<file path="config.mk">
export PLATFORM = sky130hd
export DESIGN_NAME = fp_normalizer_l
export DESIGN_NICKNAME = d
export VERILOG_FILES = /design/src/rtl/fp_normalizer_l.sv
export SDC_FILE = /design/constraint.sdc
export NUM_CORES = 1
export LEC_CHECK = 0
export ABC_AREA = 1
export ABC_CLOCK_PERIOD_IN_PS = 4300
export CAP_MARGIN = 10
export CORE_ASPECT_RATIO = 0.6
export CORE_UTILIZATION = 50
export DETAILED_ROUTE_END_ITERATION = 8
export PLACE_DENSITY_LB_ADDON = 0.1
export SLEW_MARGIN = 20
export SYNTH_ARGS = -nofsm -noshare
export SYNTH_HDL_FRONTEND = slang
export SYNTH_SLANG_ARGS = --single-unit
</file>
<file path="constraint.sdc">
create_clock -name clk -period 4.3 [get_ports clk]
set_input_delay 1.075 -clock clk [delete_from_list [all_inputs] [get_ports clk]]
set_output_delay 1.075 -clock clk [all_outputs]
set_load 0.01 [all_outputs]
</file>
<file path="src/rtl/fp_normalizer_l.sv">
// fp_normalizer_l: post-add normalization for the half-precision adder.
// Takes the raw mantissa sum (carry-out bit plus hidden position) and the
// pre-adjust exponent. It renormalizes with either a right-by-1 correction
// or a leading-zero-driven left barrel shift. Three pipeline stages with a
// global valid/ready stall.
// Optional feature: define NORM_DENORM_EN to produce subnormals on exponent
// underflow. Without it, underflowed results are flushed to zero.
//
// Handshake: a beat is taken when in_valid && in_ready. A result leaves when
// out_valid && out_ready. in_ready = !(out_valid && !out_ready). While
// stalled, every stage holds, so bubbles are kept and outputs stay stable.
module fp_normalizer_l #(
    parameter int MAN_W = 11,
    parameter int EXP_W = 5
) (
    input  logic             clk,
    input  logic             rst,
    input  logic             in_valid,
    output logic             in_ready,
    input  logic             in_sign,
    input  logic [MAN_W:0]   in_man,
    input  logic [EXP_W-1:0] in_exp,
    output logic             out_valid,
    input  logic             out_ready,
    output logic             out_sign,
    output logic [MAN_W-1:0] out_man,
    output logic [EXP_W-1:0] out_exp,
    output logic             out_zero,
    output logic             out_ovf,
    output logic             out_unf
);

    localparam int LZW = $clog2(MAN_W + 1);
    // Compare/shift width wide enough for both lz and the exponent
    localparam int CW  = ((LZW > EXP_W) ? LZW : EXP_W) + 1;
    localparam logic [EXP_W:0] EXP_MAX = {1'b0, {EXP_W{1'b1}}};

    function automatic logic [LZW-1:0] count_lz(input logic [MAN_W-1:0] v);
        logic [LZW-1:0] n;
        logic           found;
        n     = '0;
        found = 1'b0;
        for (int i = MAN_W - 1; i >= 0; i--) begin
            if (!found) begin
                if (v[i]) found = 1'b1;
                else      n = n + LZW'(1);
            end
        end
        return n;
    endfunction

    logic en;
    assign en       = !(out_valid && !out_ready);
    assign in_ready = en;

    // Stage 1 state
    logic             s1_valid, s1_sign;
    logic [MAN_W:0]   s1_man;
    logic [EXP_W-1:0] s1_exp;
    logic [LZW-1:0]   s1_lz;

    // Stage 2 state
    logic             s2_valid, s2_sign, s2_zero, s2_ovf, s2_unf;
    logic [MAN_W-1:0] s2_man;
    logic [EXP_W-1:0] s2_exp;

    // Stage 2 combinational results
    logic [EXP_W:0]   exp_inc;
    logic [CW-1:0]    lz_ext, exp_ext, shamt;
    logic             is_carry, is_zero, is_norm;
    logic [MAN_W-1:0] shifted;
    logic [MAN_W-1:0] n_man;
    logic [EXP_W-1:0] n_exp;
    logic             n_zero, n_ovf, n_unf;

    // S1: capture the beat, carry is implicit in s1_man[MAN_W], count leading zeros
    always_ff @(posedge clk or posedge rst) begin
        if (rst) begin
            s1_valid <= 1'b0;
            s1_sign  <= 1'b0;
            s1_man   <= '0;
            s1_exp   <= '0;
            s1_lz    <= '0;
        end else if (en) begin
            s1_valid <= in_valid;
            s1_sign  <= in_sign;
            s1_man   <= in_man;
            s1_exp   <= in_exp;
            s1_lz    <= count_lz(in_man[MAN_W-1:0]);
        end
    end

    // S2 decode: classify the beat and pick the left-shift amount
    always_comb begin
        exp_inc  = {1'b0, s1_exp} + (EXP_W + 1)'(1);
        lz_ext   = CW'(s1_lz);
        exp_ext  = CW'(s1_exp);
        is_carry = s1_man[MAN_W];
        is_zero  = (s1_man == '0);
        is_norm  = (lz_ext < exp_ext);
        shamt    = lz_ext;
`ifdef NORM_DENORM_EN
        // Subnormal: shift only as far as the exponent allows (exp field becomes 0)
        if (!is_carry && !is_zero && !is_norm)
            shamt = (s1_exp == '0) ? '0 : exp_ext - CW'(1);
`endif
    end

    // S2 barrel shifter: one mux layer per shift-amount bit, zero fill at LSB
    always_comb begin
        shifted = s1_man[MAN_W-1:0];
        for (int k = 0; k < CW; k++) begin
            if (shamt[k]) begin
                if ((1 << k) >= MAN_W) shifted = '0;
                else                   shifted = shifted << (1 << k);
            end
        end
    end

    // S2 result select: carry, zero, normal, underflow (flags mutually exclusive)
    always_comb begin
        n_man  = '0;
        n_exp  = '0;
        n_zero = 1'b0;
        n_ovf  = 1'b0;
        n_unf  = 1'b0;
        if (is_carry) begin
            if (exp_inc >= EXP_MAX) begin
                n_exp = '1;
                n_ovf = 1'b1;
            end else begin
                n_man = s1_man[MAN_W:1];
                n_exp = exp_inc[EXP_W-1:0];
            end
        end else if (is_zero) begin
            n_zero = 1'b1;
        end else if (is_norm) begin
            n_man = shifted;
            n_exp = s1_exp - EXP_W'(s1_lz);
        end else begin
            n_unf = 1'b1;
`ifdef NORM_DENORM_EN
            n_man = shifted;
`endif
        end
    end

    // S2 register
    always_ff @(posedge clk or posedge rst) begin
        if (rst) begin
            s2_valid <= 1'b0;
            s2_sign  <= 1'b0;
            s2_man   <= '0;
            s2_exp   <= '0;
            s2_zero  <= 1'b0;
            s2_ovf   <= 1'b0;
            s2_unf   <= 1'b0;
        end else if (en) begin
            s2_valid <= s1_valid;
            s2_sign  <= s1_sign;
            s2_man   <= n_man;
            s2_exp   <= n_exp;
            s2_zero  <= n_zero;
            s2_ovf   <= n_ovf;
            s2_unf   <= n_unf;
        end
    end

    // S3: output register, held while the consumer stalls
    always_ff @(posedge clk or posedge rst) begin
        if (rst) begin
            out_valid <= 1'b0;
            out_sign  <= 1'b0;
            out_man   <= '0;
            out_exp   <= '0;
            out_zero  <= 1'b0;
            out_ovf   <= 1'b0;
            out_unf   <= 1'b0;
        end else if (en) begin
            out_valid <= s2_valid;
            out_sign  <= s2_sign;
            out_man   <= s2_man;
            out_exp   <= s2_exp;
            out_zero  <= s2_zero;
            out_ovf   <= s2_ovf;
            out_unf   <= s2_unf;
        end
    end

endmodule
</file>
# ---- After elaboration in Yosys (flattened, before gate mapping)
# Index checks and enable logic that the tools add are counted.
dict set report word_totals {
  out_inout_bits 22
  word_cells 116
  regBits 65
}
dict set report op_classes {
  n_lt_le_gt_ge 2
  addsub 12
  mux 79
  reduce_logical 4
}
# operator count
set ops {}
lappend ops {{2-to-1 mux 4 bit} 30}
lappend ops {{2-to-1 mux 11 bit} 8}
lappend ops {{adder 4 x 1 -> 4 bit, second input constant} 10}
lappend ops {{2-to-1 mux 1 bit} 37}
lappend ops {{2-to-1 mux 5 bit} 4}
lappend ops {{logical NOT 12 bit} 1}
lappend ops {{adder 5 x 1 -> 6 bit, second input constant} 1}
lappend ops {{>= comparator 6 x 5 -> 1 bit, second input constant} 1}
lappend ops {{< comparator 4 x 5 -> 1 bit} 1}
lappend ops {{subtractor 5 x 4 -> 5 bit} 1}
lappend ops {{logical NOT 1 bit} 2}
lappend ops {{logical AND 1 bit} 1}

# ---- Longest topological paths before layout
# Gate-level depths: netlist (run 1).
dict set report logic_depth {
  ltp_word 42
  mapped_depth 29
  mapped_depth_nobuf 29
}

# ---- Worst setup path before layout (run 1)
# Ideal clock, no wire load.
dict set report synth_path {
  path_kind {input to register}
  from {input in_man[9]}
  to {register s1_lz[2]}
  t_required_ns 4.169
  cell_stages 29
  n_path_buf 0
  setup_slack_ns 0.032
  t_arrival_ns 4.137
  path_cell_list {nor2_4 nand2_1 inv_2 nor2_1 ha_1 inv_1 a31oi_1 nand3_1 nand2_1 nand2_1 ha_1 nand2_1 nand2_1 nand2_1 nand2_1 nand2_1 ha_1 nand2_1 nand2_2 ha_1 inv_1 o21ai_0 ha_1 nand2_1 xor2_1 nor2_2 nand3b_1 nand3_1 o21ai_1}
}
dict set report synth_via {
  elab_chain_len 38
  elab_cells_between_ends 57
  cone_classes {add/sub (9); mux (48)}
}
# item line
set synth_lines {}
lappend synth_lines {{start, declared} 21} ;# input logic [MAN_W:0] in_man,
lappend synth_lines {{2-to-1 mux 4 bit} 45} ;# if (v[i]) found = 1'b1;
lappend synth_lines {{2-to-1 mux 4 bit} 44} ;# if (!found) begin
lappend synth_lines {{2-to-1 mux 4 bit} 84} ;# end else if (en) begin
lappend synth_lines {{adder 4 x 1 -> 4 bit} 46} ;# else n = n + LZW'(1);
lappend synth_lines {{2-to-1 mux 4 bit} 45}
lappend synth_lines {{2-to-1 mux 4 bit} 44}
lappend synth_lines {{2-to-1 mux 4 bit} 84}
lappend synth_lines {{adder 4 x 1 -> 4 bit} 46}
lappend synth_lines {{(+22 left out)} -}
lappend synth_lines {{2-to-1 mux 4 bit} 84}
lappend synth_lines {{adder 4 x 1 -> 4 bit} 46}
lappend synth_lines {{2-to-1 mux 4 bit} 45}
lappend synth_lines {{2-to-1 mux 4 bit} 44}
lappend synth_lines {{2-to-1 mux 4 bit} 84}
lappend synth_lines {{adder 4 x 1 -> 4 bit} 46}
lappend synth_lines {{2-to-1 mux 4 bit} 45}
lappend synth_lines {{2-to-1 mux 4 bit *} 44}
lappend synth_lines {{end signal, assigned} 89} ;# s1_lz <= count_lz(in_man[MAN_W-1:0]);
lappend synth_lines {{end, declared} 60} ;# logic [LZW-1:0] s1_lz;
# Every way passes the cells marked *; elsewhere a longest branch is shown, timed or not. The select of a mux whose other input is x is not followed.
# A chain may end at the register's enable or synchronous reset.

# ---- Final worst setup path (run 1)
dict set report layout_path {
  from {input in_man[8]}
  to {register s1_lz[2]}
}
dict set report layout_via {
  elab_chain_len 34
  elab_cells_between_ends 51
  cone_classes {add/sub (8); mux (43)}
}
# item line
set layout_lines {}
lappend layout_lines {{2-to-1 mux 4 bit} 45}
lappend layout_lines {{2-to-1 mux 4 bit} 44}
lappend layout_lines {{2-to-1 mux 4 bit} 84}
lappend layout_lines {{adder 4 x 1 -> 4 bit} 46}
lappend layout_lines {{2-to-1 mux 4 bit} 45}
lappend layout_lines {{2-to-1 mux 4 bit} 44}
lappend layout_lines {{2-to-1 mux 4 bit} 84}
lappend layout_lines {{adder 4 x 1 -> 4 bit} 46}
lappend layout_lines {{(+18 left out)} -}
lappend layout_lines {{2-to-1 mux 4 bit} 84}
lappend layout_lines {{adder 4 x 1 -> 4 bit} 46}
lappend layout_lines {{2-to-1 mux 4 bit} 45}
lappend layout_lines {{2-to-1 mux 4 bit} 44}
lappend layout_lines {{2-to-1 mux 4 bit} 84}
lappend layout_lines {{adder 4 x 1 -> 4 bit} 46}
lappend layout_lines {{2-to-1 mux 4 bit} 45}
lappend layout_lines {{2-to-1 mux 4 bit *} 44}
# Marks and branches as above.

==> impl_metrics.yaml, run 1 <==
timing:
  period_share: 0.959
  timing.fmax_ghz: 0.243
  finalSetupViolCount: 0
  hold_viol_final: 0
  skew_ns: 0.00580
  tightest_slew_ns: 0.806
  period_minus_slack_ns: 4.12
  maxSlewHeadroom: 0.463
  whs_ns: 0.442
  slew_viol_final: 0
detailed_routing:
  vias_per_cell: 5.05
  drc: 0
  drtIter0Drc: 351
  vias: 3472
  final_antenna_net_count: 0
  drt_pass1_iterations: 5
  finalWirelength_mm: 9.69
  drt-wirelength-per-cell_um: 14.1
synthesis:
  netlist.top_cell.by_area: "dfrtp_1"
  synth_cells: 517
  synth_top_area_frac: 0.422
  synth_flop_cell: "dfrtp_1"
  ys_ff_latch: 65
  synthesis.nets: 553
  synth_cell_types: 42
  yosysSeqAreaShare: 0.422
  yosysWarnings: 0
  syn_area_um2: 3860
  synth_area_leaders: "dfrtp_1, nand2_1, o21ai_0"
  avgSynthCellArea_um2: 7.46
  synth-edff-count: 0
  async_flop_share: 1.00
pwr:
  peakVddDrop_mv: 0.383
  power_mw: 2.70
  sequentialPowerShare: 0.369
  leakagePower_nw: 2.49
  comb_power_share: 0.359
  pwr-share-clk: 0.272
  intPower_mw: 1.70
  p_sw_mw: 1.00
  p_per_area_nw_per_um2: 551
  switching_share: 0.370
final_layout:
  num_antenna_cells: 0
  syn2layout_area_growth_pct: 27.1
  fillers: 649
  seqCellArea_um2: 1630
  drive_above_1_share: 0.165
  final_nets: 614
  multi_input_area_um2: 1970
grt:
  grt_util_met1: 0.408
  use_met2: 0.353
  top_usage_layer: "met1"
  grt_overflow_total: 0
  met3_usage: 0.0694
  grt_pass1_wl_mm: 16.0
  grt_max_degree: 72
  grt_usage: 0.261
  antenna_found_initial: 0
  grt_pass1_vias: 3265
worst_setup_path:
  worst-setup-path-type: "in -> reg"
  cp_max_fo: 3
  critPathLaunchType: "input pin"
  critPathTopFamily: "simple AND/OR/NAND/NOR gates"
  arrival_ns: 4.31
  crit_path_frequent_cell: "nand2_1"
  crit_start: "in_man[8]"
  worstSetupEndpointType: "register"
  slowest_delay_ns: 0.27
  r2r-start: "s1_lz[1]$_DFFE_PP0N_"
  slowest_stage: "ha_1"
  required_ns: 4.49
  path_buf_inv: 5
die:
  die_w_um: 115
  io_pins: 44
  dieArea_um2: 8080
  core_um2: 7360
  num_rows: 24
  initial_utilization: 0.524
  die_h_um: 70.0
clock_network:
  htreeDepth: 3
  clock_latency_ns: 0.33
  path_clk_slew_ns: 0.06
  cts_buffer_depth: 2
  root_buffer: "clkbuf_16"
  cts_made_buffers: 9
  cts_tree: "done"
  cts.hold.buffers_added: 0
  clkSinkCount: 65
status:
  outcome: "completed"
placed_design:
  hpwl_mm: 6.88
  io_buffers: 43
  routabilityCongestion: 0.912
worst_hold_path:
  hold_path.class: "reg -> reg"
  hold_start: "s2_valid$_DFFE_PP0N_"
flow_run:
  cap_viol_max_count: 0
==> per-stage QoR <==
step / setup WS, ns / util / setup TNS (ns) / instances / area (um^2)
3_5_place_dp: -0.766 / 0.614 / -1.31 / 667 / 4510
3_3_place_gp: -0.610 / 0.614 / -1.03 / 667 / 4510
5_1_grt: -0.0807 / 0.666 / -0.0807 / 687 / 4900
4_1_cts: 0.0152 / 0.658 / 0 / 685 / 4840
6_report: 0.176 / 0.666 / 0 / 687 / 4900
2_1_floorplan: 0.0322 / - / 0 / 517 / 3860
==> worst register-to-register path: stages, from the launching register on <==
cell	delay, ns
dfrtp_1	0.55
inv_1	0.31
ha_1	0.37
nand2_1	0.06
o21ai_1	0.17
nand2_1	0.10
nand2_1	0.07
nand2_1	0.05
nand2_1	0.12
nand2_1	0.20
nor2_4	0.23
a32oi_1	0.17
o21ai_1	0.14
==> final timing paths <==
kind                                          end  slack (ns)  cells past startpoint
setup reg to reg            s2_man[5]$_DFFE_PP0N_        1.68                     12
setup / recovery             s1_lz[2]$_DFFE_PP0N_        0.18                     30
max in group asynchronous   s1_man[8]$_DFFE_PP0N_        2.46                      3
min in group asynchronous  out_man[1]$_DFFE_PP0N_        1.31                      3
hold reg to reg             out_valid$_DFFE_PP0N_        0.44                      2
hold / removal              out_valid$_DFFE_PP0N_        0.44                      2
==> layout by cell type (no fill, tap or decap), types with 4 or more instances in the layout <==
cell type / netlist / layout
dfrtp_1: 65 / 65
o211ai_1: 6 / 6
nand4_1: 5 / 5
inv_2: 5 / 8
ha_1: 13 / 9
nand2_1: 173 / 167
nand3_1: 17 / 17
o21ai_1: 7 / 7
nand2_4: 3 / 5
o21ai_0: 49 / 48
nor2_4: 3 / 4
buf_4: 1 / 27
clkdlybuf4s50_1: 0 / 39
a21oi_1: 6 / 6
clkbuf_16: 0 / 9
nor2_1: 33 / 32
nand2_2: 9 / 13
inv_1: 60 / 57
clkinv_2: 3 / 4
a31oi_1: 9 / 9
buf_2: 4 / 4
==> cell families after synthesis <==
kind of cell,count (synthesis),share of synthesized area
AO/OA/AOI/OAI,88,0.131
multiplexers,1,0.00259
flip-flops,65,0.422
buffers and inverters,89,0.0898
adder cells (fa/ha/maj),14,0.0474
XOR/XNOR,5,0.0114
AND/OR/NAND/NOR,255,0.296
==> cell usage after synthesis (4+ instances only) <==
cell      number
nand4_1        5
buf_2          4
xor2_1         4
a21oi_1        6
o211ai_1       6
nand2_2        9
inv_1         60
o21ai_0       49
nand2_1      173
clkbuf_1      13
inv_2          5
dfrtp_1       65
nor2_1        33
ha_1          13
a31oi_1        9
o21ai_1        7
nand3_1       17
==> layer usage <==
metal	share of wire	wire length [um]
met1	0.51	4910
met3	0.070	680
met5	0	0
met4	0.0055	53
met2	0.42	4050
==> what timing repair did <==
| item | CTS | global route |
|---|---|---|
| endpoints found under the setup margin | 2 | 2 |
| buffers inserted | 2 | 2 |
| resized for setup | 18 | 15 |
| gates cloned | 0 | 0 |
| pin swaps | 7 | 15 |
==> cell type report <==
class / instances / area share
multi-input combinational: 363 / 0.401
sequential: 65 / 0.332
timing repair buffer: 70 / 0.125
inverter: 69 / 0.0536
clock buffer: 9 / 0.0459
tap: 104 / 0.0265
clock inverter: 7 / 0.0158
==> flip-flops by register name, summed over array words and instances, names as in the netlist, 4 cells and up <==
| signal | flops |
|---|---|
| out_man | 11 |
| s1_exp | 5 |
| s2_man | 11 |
| out_exp | 5 |
| s1_man | 12 |
| s2_exp | 5 |
| s1_lz | 4 |
==> power by group through the flow <==
stage	clock, mW	combinational (mW)	sequential (mW)
finish	0.736	0.970	0.997
global route	0.770	1.10	1.02
CTS	0.749	0.959	0.995
detailed placement	0	0.951	1.00
global placement	0	0.939	0.992
floorplan	0	0.561	0.991
No activity file was read; power rests on OpenSTA's default activity.
==> run 2: changes to the inputs <==
HOLD_SLACK_MARGIN = 0.1   (was unset)
==> results of run 2 <==
Same layout as run 1: the final DEF is identical, and so are final timing and power.
==> run 3: changes to the inputs <==
CORE_UTILIZATION = 60   (was 50)
==> impl_metrics.yaml, run 3 (synthesis gave the netlist of run 1 again) <==
clock_network:
  clkSinkCount: 65
  path_clk_slew_ns: 0.07
  root_buffer: "clkbuf_8"
  htreeDepth: 3
  clock_latency_ns: 0.34
  cts_tree: "done"
  cts.hold.buffers_added: 0
  cts_buffer_depth: 2
  cts_made_buffers: 9
timing:
  timing.fmax_ghz: 0.245
  worst_slack_ns: 0.213
  period_share: 0.950
  maxSlewHeadroom: 0.424
  whs_ns: 0.473
  fin_tns_setup_ns: 0
  finalSetupViolCount: 0
  slew_viol_final: 0
  tightest_slew_ns: 0.862
  period_minus_slack_ns: 4.09
  hold_viol_final: 0
  skew_ns: 0.00965
pwr:
  power_mw: 2.56
  p_per_area_nw_per_um2: 529
  peakVddDrop_mv: 0.334
  leakagePower_nw: 2.46
detailed_routing:
  drt_pass1_iterations: 5
  drt-wirelength-per-cell_um: 13.8
  drtIter0Drc: 350
  drc: 0
  vias: 3578
  vias_per_cell: 5.35
  final_antenna_net_count: 0
  finalWirelength_mm: 9.26
flow_run:
  cap_viol_max_count: 0
placed_design:
  hpwl_mm: 6.66
  dp_worst_setup_slack_ns: -0.797
  io_buffers: 43
  routabilityCongestion: 0.928
final_layout:
  drive_above_1_share: 0.169
  seqCellArea_um2: 1630
  largest-register: "s1_man"
  final_nets: 616
  syn2layout_area_growth_pct: 25.4
  num_antenna_cells: 0
  multi_input_area_um2: 1980
  fin_util: 0.784
  layout_commonest_cell: "nand2_1"
  top_regs: "s1_man x12, out_man x11, s2_man x11"
  final_cell_mix: "nand2_1, dfrtp_1, inv_1"
  fillers: 436
  largest_reg_flops: 12
worst_setup_path:
  worst-setup-path-type: "in -> reg"
  crit_path_frequent_cell: "nand2_1"
  worstSetupEndpointType: "register"
  required_ns: 4.51
  slowest_delay_ns: 0.27
  critPathLaunchType: "input pin"
  slowest_stage: "ha_4"
  arrival_ns: 4.29
  cp_max_fo: 4
die:
  num_rows: 22
  core_um2: 6170
  die_w_um: 106
  dieArea_um2: 6760
  initial_utilization: 0.626
  die_h_um: 64.1
  io_pins: 44
status:
  outcome: "completed"
grt:
  grt_usage: 0.293
  grt_pass1_vias: 3297
  grt_pass1_wl_mm: 15.4
  grt_max_degree: 72
  antenna_found_initial: 0
  grt_overflow_total: 0
worst_hold_path:
  hold_path.class: "reg -> reg"
[run 3: path summary, 6_finish.rpt]
| kind | startpoint | to | slack [ns] | depth (start not counted) |
|---|---|---|---|---|
| setup / recovery | in_man[9] | s1_lz[2]$_DFFE_PP0N_ | 0.21 | 30 |
| hold / removal | s2_valid$_DFFE_PP0N_ | out_valid$_DFFE_PP0N_ | 0.47 | 2 |
| setup reg to reg | s1_lz[2]$_DFFE_PP0N_ | s2_man[2]$_DFFE_PP0N_ | 1.66 | 12 |
| hold reg to reg | s2_valid$_DFFE_PP0N_ | out_valid$_DFFE_PP0N_ | 0.47 | 2 |
| max in group asynchronous | rst | s1_man[3]$_DFFE_PP0N_ | 2.38 | 3 |
| min in group asynchronous | rst | out_man[0]$_DFFE_PP0N_ | 1.22 | 2 |
[run 3: report_power, final]
group | internal [mW] | total (mW) | switching [mW] | leakage (nW)
sequential | 0.831 | 0.999 | 0.168 | 0.800
combinational | 0.419 | 0.971 | 0.552 | 1.55
clock | 0.347 | 0.586 | 0.240 | 0.111
total | 1.60 | 2.56 | 0.960 | 2.46
[run 3: critical path: cells and delay by family]
| kind | cells | cell delay [ns] |
|---|---|---|
| adders and majority gates | 5 | 1.19 |
| buffers and inverters | 4 | 0.26 |
| AOI/OAI and AO/OA | 3 | 0.33 |
| xor gates and xnor gates | 1 | 0.16 |
| and+or+nand+nor | 17 | 1.27 |
[run 3: repair_timing]
action,in CTS,in global routing
gates resized for setup,16,20
pin swaps,6,20
endpoints found under the setup margin,2,2
setup buffers,3,2
[run 3: routing by layer]
| metal | up-vias | wire (um) | track usage |
|---|---|---|---|
| met5 | - | 0 | 0 |
| met4 | 0 | 106 | 0.0694 |
| met3 | 15 | 714 | 0.0653 |
| met2 | 133 | 3850 | 0.429 |
| met1 | 1647 | 4590 | 0.443 |
| li1 | 1783 | - | - |
[run 3: cell type report]
type / instances / area share
repair buffers: 72 / 0.131
well taps: 84 / 0.0217
inverters: 69 / 0.0546
clock inverters: 5 / 0.0176
flip-flops and latches: 65 / 0.336
clock buffers: 11 / 0.0292
multi-input cells: 363 / 0.409
[run 3: metrics by stage]
stage / std cells / area [um^2]
2_1_floorplan: 517 / 3860
3_3_place_gp: 648 / 4500
3_5_place_dp: 648 / 4500
4_1_cts: 667 / 4760
5_1_grt: 669 / 4840
6_report: 669 / 4840
